File: src/rtl/clk_en_scheduler_if.sv
// Configuration write channel for clk_en_scheduler.
// Latency: pure wiring, no state.
// Backpressure: cfg_ready low blocks the writer until the scheduler is idle again.
interface clk_en_scheduler_if #(
    parameter int CHW  = 2,
    parameter int DIVW = 16
);
    logic            cfg_valid;
    logic            cfg_ready;
    logic [CHW-1:0]  cfg_ch;
    logic [DIVW-1:0] cfg_div;
    logic            cfg_en;

    // Writer side: drives the request and its payload.
    modport master (
        output cfg_valid,
        output cfg_ch,
        output cfg_div,
        output cfg_en,
        input  cfg_ready
    );

    // Scheduler side: consumes the request and answers with ready.
    modport slave (
        input  cfg_valid,
        input  cfg_ch,
        input  cfg_div,
        input  cfg_en,
        output cfg_ready
    );
endinterface

File: src/rtl/clk_en_scheduler.sv
// Multi-channel clock-enable generator with shadowed ratio updates and global phase sync.
// Latency: a config write lands one cycle after its handshake; first tick D cycles after that.
// Backpressure: cfg_ready drops for one cycle after each accepted write (max one write per 2 cycles).
module clk_en_scheduler #(
    parameter int NCH  = 4,
    parameter int DIVW = 16
) (
    input  logic               dclk_in,
    input  logic               rst_n,
    clk_en_scheduler_if.slave  cfg,
    input  logic               sync,
    output logic [NCH-1:0]     tick,
    output logic [NCH-1:0]     clk_out,
    output logic [NCH-1:0]     busy
);
    localparam int CHW = (NCH > 1) ? $clog2(NCH) : 1;

    typedef enum logic [0:0] {
        IDLE  = 1'b0,
        APPLY = 1'b1
    } state_t;

    state_t          state;
    state_t          state_n;
    logic            handshake;
    logic            apply_st;
    logic [CHW-1:0]  ch_q;
    logic [DIVW-1:0] div_q;
    logic            en_q;

    assign handshake = cfg.cfg_valid && cfg.cfg_ready;
    assign apply_st  = (state == APPLY);

    // Config FSM state register.
    always_ff @(posedge dclk_in or negedge rst_n) begin
        if (!rst_n) begin
            state <= IDLE;
        end else begin
            state <= state_n;
        end
    end

    // Config FSM next state and ready: accept in IDLE, spend exactly one cycle in APPLY.
    always_comb begin
        state_n       = state;
        cfg.cfg_ready = 1'b0;
        case (state)
            IDLE: begin
                cfg.cfg_ready = 1'b1;
                if (cfg.cfg_valid) begin
                    state_n = APPLY;
                end
            end
            APPLY: begin
                state_n = IDLE;
            end
            default: begin
                state_n = IDLE;
            end
        endcase
    end

    // Capture the write payload on the handshake so the channels see a stable request in APPLY.
    always_ff @(posedge dclk_in or negedge rst_n) begin
        if (!rst_n) begin
            ch_q  <= '0;
            div_q <= DIVW'(1);
            en_q  <= 1'b0;
        end else if (handshake) begin
            ch_q  <= cfg.cfg_ch;
            div_q <= cfg.cfg_div;
            en_q  <= cfg.cfg_en;
        end
    end

    for (genvar i = 0; i < NCH; i++) begin : g_ch
        logic [DIVW-1:0] act_r;
        logic [DIVW-1:0] shd_r;
        logic [DIVW-1:0] cnt_r;
        logic            en_r;
        logic            pend_r;
        logic            tick_r;
        logic            clk_r;

        logic [DIVW-1:0] act_n;
        logic [DIVW-1:0] shd_n;
        logic [DIVW-1:0] cnt_n;
        logic            en_n;
        logic            pend_n;
        logic            tick_n;

        logic [DIVW-1:0] eff;
        logic            wrap;
        logic            hit;

        // A stored ratio of 0 runs exactly like a ratio of 1.
        assign eff  = (act_r == '0) ? DIVW'(1) : act_r;
        assign wrap = en_r && (cnt_r >= (eff - DIVW'(1)));
        // Out-of-range channel indices never match, so such writes fall through untouched.
        assign hit  = apply_st && (ch_q == CHW'(i));

        // Channel next state: a config write beats sync, sync beats normal counting.
        always_comb begin
            act_n  = act_r;
            shd_n  = shd_r;
            cnt_n  = cnt_r;
            en_n   = en_r;
            pend_n = pend_r;
            tick_n = 1'b0;
            if (hit && (!en_r || !en_q)) begin
                // Idle channel or a disable: take effect at once, restart phase.
                act_n  = div_q;
                shd_n  = div_q;
                en_n   = en_q;
                cnt_n  = '0;
                pend_n = 1'b0;
            end else if (!hit && sync && en_r) begin
                // Realign to phase 0; a sync counts as a wrap for pending ratios.
                cnt_n = '0;
                if (pend_r) begin
                    act_n  = shd_r;
                    pend_n = 1'b0;
                end
            end else if (en_r) begin
                if (wrap) begin
                    cnt_n  = '0;
                    tick_n = 1'b1;
                    // A ratio written on this very edge waits for the following wrap.
                    if (pend_r && !hit) begin
                        act_n  = shd_r;
                        pend_n = 1'b0;
                    end
                end else begin
                    cnt_n = cnt_r + DIVW'(1);
                end
                if (hit) begin
                    // Running channel: park the new ratio, last write wins.
                    shd_n  = div_q;
                    pend_n = 1'b1;
                end
            end
        end

        // Channel state registers.
        always_ff @(posedge dclk_in or negedge rst_n) begin
            if (!rst_n) begin
                act_r  <= DIVW'(1);
                shd_r  <= DIVW'(1);
                cnt_r  <= '0;
                en_r   <= 1'b0;
                pend_r <= 1'b0;
                tick_r <= 1'b0;
            end else begin
                act_r  <= act_n;
                shd_r  <= shd_n;
                cnt_r  <= cnt_n;
                en_r   <= en_n;
                pend_r <= pend_n;
                tick_r <= tick_n;
            end
        end

        // Square wave flips on every edge that sees a tick, so it freezes once ticks stop.
        always_ff @(posedge dclk_in or negedge rst_n) begin
            if (!rst_n) begin
                clk_r <= 1'b0;
            end else begin
                clk_r <= clk_r ^ tick_r;
            end
        end

        assign tick[i]    = tick_r;
        assign clk_out[i] = clk_r;
        assign busy[i]    = pend_r;
    end
endmodule

File: src/flat_wrapper.sv
// flat-port wrapper written by rule: the top's interface ports become plain ports
module clk_en_scheduler_flat 
#(
    parameter int NCH  = 4,
    parameter int DIVW = 16
)
  (dclk_in, rst_n, sync, tick, clk_out, busy, cfg_cfg_valid, cfg_cfg_ch, cfg_cfg_div, cfg_cfg_en, cfg_cfg_ready);
  clk_en_scheduler_if #(.CHW((2)), .DIVW(DIVW)) cfg_i ();
  input  logic dclk_in;
  input  logic rst_n;
  input  logic sync;
  output logic [NCH-1:0] tick;
  output logic [NCH-1:0] clk_out;
  output logic [NCH-1:0] busy;
  input wire logic [$bits(cfg_i.cfg_valid)-1:0] cfg_cfg_valid;
  input wire logic [$bits(cfg_i.cfg_ch)-1:0] cfg_cfg_ch;
  input wire logic [$bits(cfg_i.cfg_div)-1:0] cfg_cfg_div;
  input wire logic [$bits(cfg_i.cfg_en)-1:0] cfg_cfg_en;
  output wire logic [$bits(cfg_i.cfg_ready)-1:0] cfg_cfg_ready;
  assign cfg_i.cfg_valid = cfg_cfg_valid;
  assign cfg_i.cfg_ch = cfg_cfg_ch;
  assign cfg_i.cfg_div = cfg_cfg_div;
  assign cfg_i.cfg_en = cfg_cfg_en;
  assign cfg_cfg_ready = cfg_i.cfg_ready;
  clk_en_scheduler #(.NCH(NCH), .DIVW(DIVW)) u_core (.dclk_in(dclk_in), .rst_n(rst_n), .cfg(cfg_i), .sync(sync), .tick(tick), .clk_out(clk_out), .busy(busy));
endmodule
File: config.mk
export PLATFORM = sky130hd
export DESIGN_NAME = clk_en_scheduler_flat
export DESIGN_NICKNAME = d
export VERILOG_FILES = /design/src/rtl/clk_en_scheduler_if.sv /design/src/rtl/clk_en_scheduler.sv /design/src/flat_wrapper.sv
export SDC_FILE = /design/constraint.sdc
export NUM_CORES = 1
export LEC_CHECK = 0
export CORE_UTILIZATION = 60
export DETAILED_ROUTE_END_ITERATION = 10
export PLACE_DENSITY_LB_ADDON = 0.25
export SYNTH_ARGS = -nofsm -noshare
export SYNTH_HDL_FRONTEND = slang
export SYNTH_SLANG_ARGS = --single-unit
File: constraint.sdc
create_clock -name dclk_in -period 7.2 [get_ports dclk_in]
set_input_delay 1.44 -clock dclk_in [delete_from_list [all_inputs] [get_ports dclk_in]]
set_output_delay 1.44 -clock dclk_in [all_outputs]
set_load 0.1 [all_outputs]
==> reports/summary.txt, run 1 <==
Final hold viol count - 0
Async SR Flop Fraction - 100.0%
CORE AREA - 0.02096 mm2
Starting density of the core - 61.11%
Mux share of post-synthesis cell area - 12.99%
Die height - 148.1 um
Compound-gate portion of the synthesized area - 5.999%
Cells after synthesis - 1289
Syn Nets - 1384
Slew Limit Headroom - 21.85%
Commonest non-fill, non-tap cell in the layout - nand2_1
Setup Viol. Count Final - 0
Sequential share of the synthesized area - 44.64%
Number of flops mapped to enable cells by yosys - 0
DRT iter0 DRCs - 413
Startpoint types - flip-flop
Critical path class - flip-flop to flip-flop
FP Rows - 53
Antenna Cells - 0
Setup_tns - 0 ps
Final Cycle Share - 71.27%
Layout cells sized above 1 - 16.48%
Largest family of logic cells by synthesized area - simple AND/OR/NAND/NOR gates
Vias in the first global route - 8980
Setup Fix Bufs, Post-CTS - 0
Leakage - 6.522 nW
CTS hold repair buffers - 0
Critical Path AT - 5490 ps
Worst Skew - 8.454 ps
Longest Clk Path Bufs - 3
Simple-Gate Fraction of Synth Area - 18.92%
Hold Crit Class - flip-flop to flip-flop
Clk_lat worst skew - 520 ps
Wire per inst - 16.63 um
First-pass GRT wire length - 44840 um
Synth cell types - 63
Die X - 148.1 um
Post-synth top flop - dfrtp_1
TritonCTS Buffers - 24
Mapped Area - 0.01281 mm2
H-tree depth - 1
RSZ-0062 raised after global routing - no
Detail Placement HPWL - 17960 um
TritonCTS clock tree - yes
Fmax - 194.9 MHz
Status - completed
DIE AREA - 0.02193 mm2
First drt pass iteration count - 5
Post-CTS resize count - 0
Nets - 1382
Final ANT Viol Nets - 0
Vias per Instance - 5.737
CP Max Fanout - 13
Max-Cap Viols - 0
Syn_area_per_cell - 9.935 um2
Fin. max-slew vios - 0
Reg clk slew, reported paths - 60 ps
Tot GR Track Use - 25.15%
Port-buffer cells - 35
Drc violations - 0
Final Routed Wirelength - 26270 um
#FFs+latches synth - 228
Fin Hold WS - 456.5 ps
Most frequent cells in the layout - 279 x nand2_1, 219 x dfrtp_1, 138 x mux2_2, 96 x nor2_1, 72 x ha_1
Routed vias - 9065
I/O pin total - 36
GR Overflow Total - 0
Worst VDD drop - 203.7 uV
Clk sinks - 228
Area grow syn2layout - 9.057%
Post-Synth Adder-Cell Area - 7.035%
CP Capture Type - flip-flop
Power density over the cells - 384.1 mW/mm2
Largest net degree at the start of global routing - 120
RD Place Congestion - 0.8928
Ys Warns - 0
Total Power Consumption - 5.364 mW
Root buf cell - clkbuf_16
Synth Area in XOR/XNOR - 6.908%
Initial antenna violation count - 0
Worst slew pin tran - 1167 ps
Post-layout min period - 5132 ps
CP required - 7560 ps
R2R Setup Slk - 2070 ps
## critical path, stage by stage (launching register included)
cell and delay (ps):
dfrtp_1 430, or4_4 560, or3_4 360, or4_4 450, or2_4 260, nor4_1 190, nor2_1 100, ha_1 210
nand2_1 180, nor2_1 90, xnor2_1 130, ha_1 300, nand4_1 110, nor3_1 220, o31ai_1 110, a211o_1 340
a21oi_1 780, nor2_1 130
## synthesized netlist by cell type (9+ instances only)
cell	number	share of area [%]
and3_1	9	0.44
or3_1	11	0.54
mux2_2	138	12
nor4_1	14	0.68
nor2_1	96	2.8
buf_4	28	1.6
mux2i_1	11	0.86
clkbuf_1	32	0.94
nand2_1	279	8.2
o22ai_1	10	0.49
a21oi_1	32	1.3
xor2_1	49	3.4
dfrtp_1	219	43
ha_1	72	7.0
o21ai_0	21	0.82
nor3_1	24	0.94
dfstp_2	9	1.8
nand3_1	27	1.1
inv_1	17	0.50
xnor2_1	52	3.6
nand4_1	23	1.1
## path summary, 6_finish.rpt
path,startpoint,endpoint,cells past startpoint
min in group asynchronous,rst_n,u_core.g_ch[1].cnt_r[15],1
max in group asynchronous,rst_n,u_core.g_ch[2].pend_r,2
worst min-delay path,u_core.g_ch[2].shd_r[0],u_core.g_ch[2].shd_r[0],2
worst min register to register,u_core.g_ch[2].shd_r[0],u_core.g_ch[2].shd_r[0],2
worst max-delay path,u_core.g_ch[0].act_r[5],u_core.g_ch[0].cnt_r[11],17
worst max register to register,u_core.g_ch[0].act_r[5],u_core.g_ch[0].cnt_r[11],17
## metrics by stage
| stage | worst slack (ps) | cell area (um2) | instances | util, % |
|---|---|---|---|---|
| after floorplan | 2649 | 12810 | 1289 | - |
| after CTS | 2060 | 13970 | 1580 | 66.65 |
| after global routing | 1629 | 13970 | 1580 | 66.65 |
| after detailed placement | 2068 | 13200 | 1536 | 63.00 |
| after global placement | 2188 | 13200 | 1536 | 63.00 |
| final | 2068 | 13970 | 1580 | 66.65 |
## state kept, by name, summed over array words and instances (netlist names)
signal,cells
u_core.ch_q,2
u_core.g_ch.act_r,64
u_core.g_ch.clk_r,4
u_core.g_ch.tick_r,4
u_core.en_q,1
u_core.apply_st,1
u_core.g_ch.pend_r,4
u_core.g_ch.en_r,4
u_core.g_ch.shd_r,64
u_core.div_q,16
u_core.g_ch.cnt_r,64
## final cells by class
class / instances / area (um2)
fill: 1652 / 6989
multi-input combinational: 972 / 6643
sequential: 228 / 5717
clock buffer: 33 / 695.7
timing repair buffer: 44 / 435.4
tap: 275 / 344.1
clock inverter: 11 / 67.56
inverter: 17 / 63.81
## metal layers
metal,track usage (%),vias to the layer above,share of wire [%]
met3,3.160,42,3.6
li1,-,4443,-
met2,41.27,138,48
met1,35.25,4442,46
met5,0,-,0
met4,6.907,0,2.5
## cells by family after synthesis
family,Yosys count
AO/OA/AOI/OAI,116
XOR/XNOR,101
adder cells (fa/ha/maj),72
buffers and inverters,89
flip-flops,228
multiplexers,149
AND/OR/NAND/NOR,534
## where the power goes
group | leakage, nW | switching (mW) | internal (mW)
clock | 0.377 | 0.504 | 0.678
sequential | 2.91 | 0.444 | 1.69
combinational | 3.23 | 1.10 | 0.952
(Power assumes the default switching activity.)
==> inputs of run 2 (changes only) <==
--- a/config.mk
+++ b/config.mk
@@ -5,7 +5,7 @@
 export SDC_FILE = /design/constraint.sdc
 export NUM_CORES = 1
 export LEC_CHECK = 0
-export CORE_UTILIZATION = 60
+export CORE_UTILIZATION = 56
 export DETAILED_ROUTE_END_ITERATION = 10
 export PLACE_DENSITY_LB_ADDON = 0.25
 export SYNTH_ARGS = -nofsm -noshare
==> constraint.sdc (replaced) <==
create_clock -name dclk_in -period 4.6 [get_ports dclk_in]
set_input_delay 0.92 -clock dclk_in [delete_from_list [all_inputs] [get_ports dclk_in]]
set_output_delay 0.92 -clock dclk_in [all_outputs]
set_load 0.1 [all_outputs]
==> reports/summary.txt, run 2 (same netlist as run 1, synthesis figures left out) <==
Status - completed (unchanged)
CORE AREA - 0.02209 mm2 (was 0.02096 mm2)
Worst Skew - 9.346 ps (was 8.454 ps)
Initial antenna violation count - 0 (unchanged)
Fmax - 224.1 MHz (was 194.9 MHz)
RSZ-0062 raised after global routing - yes (was no)
Slew Limit Headroom - 25.65% (was 21.85%)
Largest net degree at the start of global routing - 115 (was 120)
FP Rows - 54 (was 53)
FILL cells - 1735 (was 1652)
DRT iter0 DRCs - 432 (was 413)
TritonCTS clock tree - yes (unchanged)
Clk_lat worst skew - 530 ps (was 520 ps)
Drc violations - 0 (unchanged)
Power density over the cells - 615.2 mW/mm2 (was 384.1 mW/mm2)
CP required - 5010 ps (was 7560 ps)
Antenna Cells - 0 (unchanged)
Placed Area - 0.01333 mm2 (was 0.01320 mm2)
Fin. max-slew vios - 0 (unchanged)
CTS hold repair buffers - 0 (unchanged)
Startpoint types - flip-flop (unchanged)
Reg clk slew, reported paths - 60 ps (about the same)
Commonest non-fill, non-tap cell in the layout - nand2_1 (unchanged)
Critical path class - flip-flop to flip-flop (unchanged)
Worst setup margin - 137.6 ps (was 2068 ps)
Longest Clk Path Bufs - 3 (unchanged)
Detail Placement HPWL - 18100 um (was 17960 um)
Clk sinks - 228 (unchanged)
Max-Cap Viols - 0 (unchanged)
Wire per inst - 16.90 um (was 16.63 um)
Vias per Instance - 5.652 (was 5.737)
RD Place Congestion - 0.9074 (was 0.8928)
CP Capture Type - flip-flop (unchanged)
Port-buffer cells - 35 (unchanged)
H-tree depth - 1 (unchanged)
Starting density of the core - 57.96% (was 61.11%)
Final Cycle Share - 97.01% (was 71.27%)
Setup_tns - 0 ps (unchanged)
Final core utilization - 65.31% (was 66.65%)
Crit-path most repeated cell - or4_4 (was nor2_1)
CP Max Fanout - 8 (was 13)
CP top delay family - simple AND/OR/NAND/NOR gates (unchanged)
Crit path cell chain - or4_4 > or3_4 > or4_4 > or2_4 > nor4_4 > nor2_2 > ha_4 > nand2_4 > nor3_1 > xnor2_1 > ha_1 > nand3_1 > a31oi_1 > a2111oi_2 > and2_1 > o22ai_4 > clkbuf_16 > mux2_2 (was or4_4 > or3_4 > or4_4 > or2_4 > nor4_1 > nor2_1 > ha_1 > nand2_1 > nor2_1 > xnor2_1 > ha_1 > nand4_1 > nor3_1 > o31ai_1 > a211o_1 > a21oi_1 > nor2_1)
Metal3 WL - 758 um (was 942 um)
I/O pin total - 36 (unchanged)
Slowest CP cell - or4_4 (was a21oi_1)
Die X - 153.2 um (was 148.1 um)
Area grow syn2layout - 12.68% (was 9.057%)
TritonCTS Buffers - 26 (was 24)
Post-layout min period - 4462 ps (was 5132 ps)
Crit path largest cell delay - 550 ps (was 780 ps)
Worst slew pin tran - 1110 ps (was 1167 ps)
R2R Setup Slk - 140 ps (was 2070 ps)
Worst VDD drop - 304.3 uV (was 203.7 uV)
Largest regs - u_core.g_ch.act_r: 64 flops, u_core.g_ch.cnt_r: 64 flops, u_core.g_ch.shd_r: 64 flops (unchanged)
Routed vias - 9111 (was 9065)
Final Routed Wirelength - 27240 um (was 26270 um)
Vias in the first global route - 8975 (was 8980)
Dpl ws - -192.5 ps (was 2068 ps)
Final instance area - 0.01443 mm2 (was 0.01397 mm2)
Met2 WL - 13060 um (was 12560 um)
Root buf cell - clkbuf_16 (unchanged)
Tot GR Track Use - 23.66% (was 25.15%)
Hold Crit Class - input port to asynchronous set/reset pin (was flip-flop to flip-flop)
CP bufs+invs - 1 (was 0)
Leakage - 6.738 nW (was 6.522 nW)
First drt pass iteration count - 5 (unchanged)
Final ANT Viol Nets - 0 (unchanged)
Final hold viol count - 0 (unchanged)
First-pass GRT wire length - 45470 um (was 44840 um)
M1 WL - 12810 um (was 12110 um)
GR Overflow Total - 0 (unchanged)
Nets - 1407 (was 1382)
Die height - 153.2 um (was 148.1 um)
DIE AREA - 0.02348 mm2 (was 0.02193 mm2)
Setup Viol. Count Final - 0 (unchanged)
Most frequent cells in the layout - 278 x nand2_1, 219 x dfrtp_1, 138 x mux2_2, 95 x nor2_1, 71 x ha_1 (was 279 x nand2_1, 219 x dfrtp_1, 138 x mux2_2, 96 x nor2_1, 72 x ha_1)
Top Layer Used - met4 (unchanged)
Critical Path AT - 4870 ps (was 5490 ps)
Layout cells sized above 1 - 19.37% (was 16.48%)
==> run 2: cell types whose count changed in the layout (fill, tap and decap cells not counted), moves of 3 or more <==
cell,previous run,this run
buf_4,8,25
clkinv_2,7,11
clkbuf_1,4,1
clkbuf_16,25,28
==> run 2: repair_timing <==
action / in CTS / in global routing
resized for setup: 5 / 22
gates cloned: 0 / 2
setup endpoints to repair: 43 / 90
buffers inserted: 0 / 6
pin swaps: 0 / 4
==> run 2: routing by layer <==
layer  track usage, %  vias to the layer above
met3            2.722                       37
met5                0                        -
met4            6.445                        0
met2            38.81                      129
met1            33.26                     4444
li1                 -                     4501
==> run 2: path summary, 6_finish.rpt <==
check / from / end / cells after the start
max: u_core.g_ch[0].act_r[5] / u_core.g_ch[0].act_r[3] / 18
min: rst_n / u_core.g_ch[1].cnt_r[15] / 1
max reg2reg: u_core.g_ch[0].act_r[5] / u_core.g_ch[0].act_r[3] / 18
min reg2reg: u_core.g_ch[2].shd_r[0] / u_core.g_ch[2].shd_r[0] / 2
max in group asynchronous: rst_n / u_core.g_ch[0].shd_r[0] / 2
min in group dclk_in: u_core.g_ch[2].shd_r[0] / u_core.g_ch[2].shd_r[0] / 2
==> run 2: where the power goes <==
group | switching [mW] | internal [mW] | leakage [nW]
sequential | 0.696 | 2.64 | 2.91
combinational | 1.83 | 1.61 | 3.38
clock | 0.849 | 1.25 | 0.448
total | 3.38 | 5.50 | 6.74
==> run 2: layout make-up <==
| cell class | instances | area, um2 | share of cell area [%] |
|---|---|---|---|
| timing repair buffer | 67 | 655.6 | 4.543 |
| tap | 280 | 350.3 | 2.428 |
| clock inverter | 16 | 143.9 | 0.9971 |
| multi-input combinational | 972 | 6765 | 46.88 |
| sequential | 228 | 5717 | 39.62 |
| inverter | 17 | 63.81 | 0.4422 |
| clock buffer | 32 | 734.5 | 5.090 |
==> run 2: stage by stage <==
stage,power [mW],cells,hold WS [ps]
4_1_cts,8.788,1604,461.0
2_1_floorplan,5.827,1289,436.8
5_1_grt,9.515,1612,481.0
3_5_place_dp,6.627,1556,447.7
3_3_place_gp,6.472,1556,444.2
6_report,8.877,1612,446.7
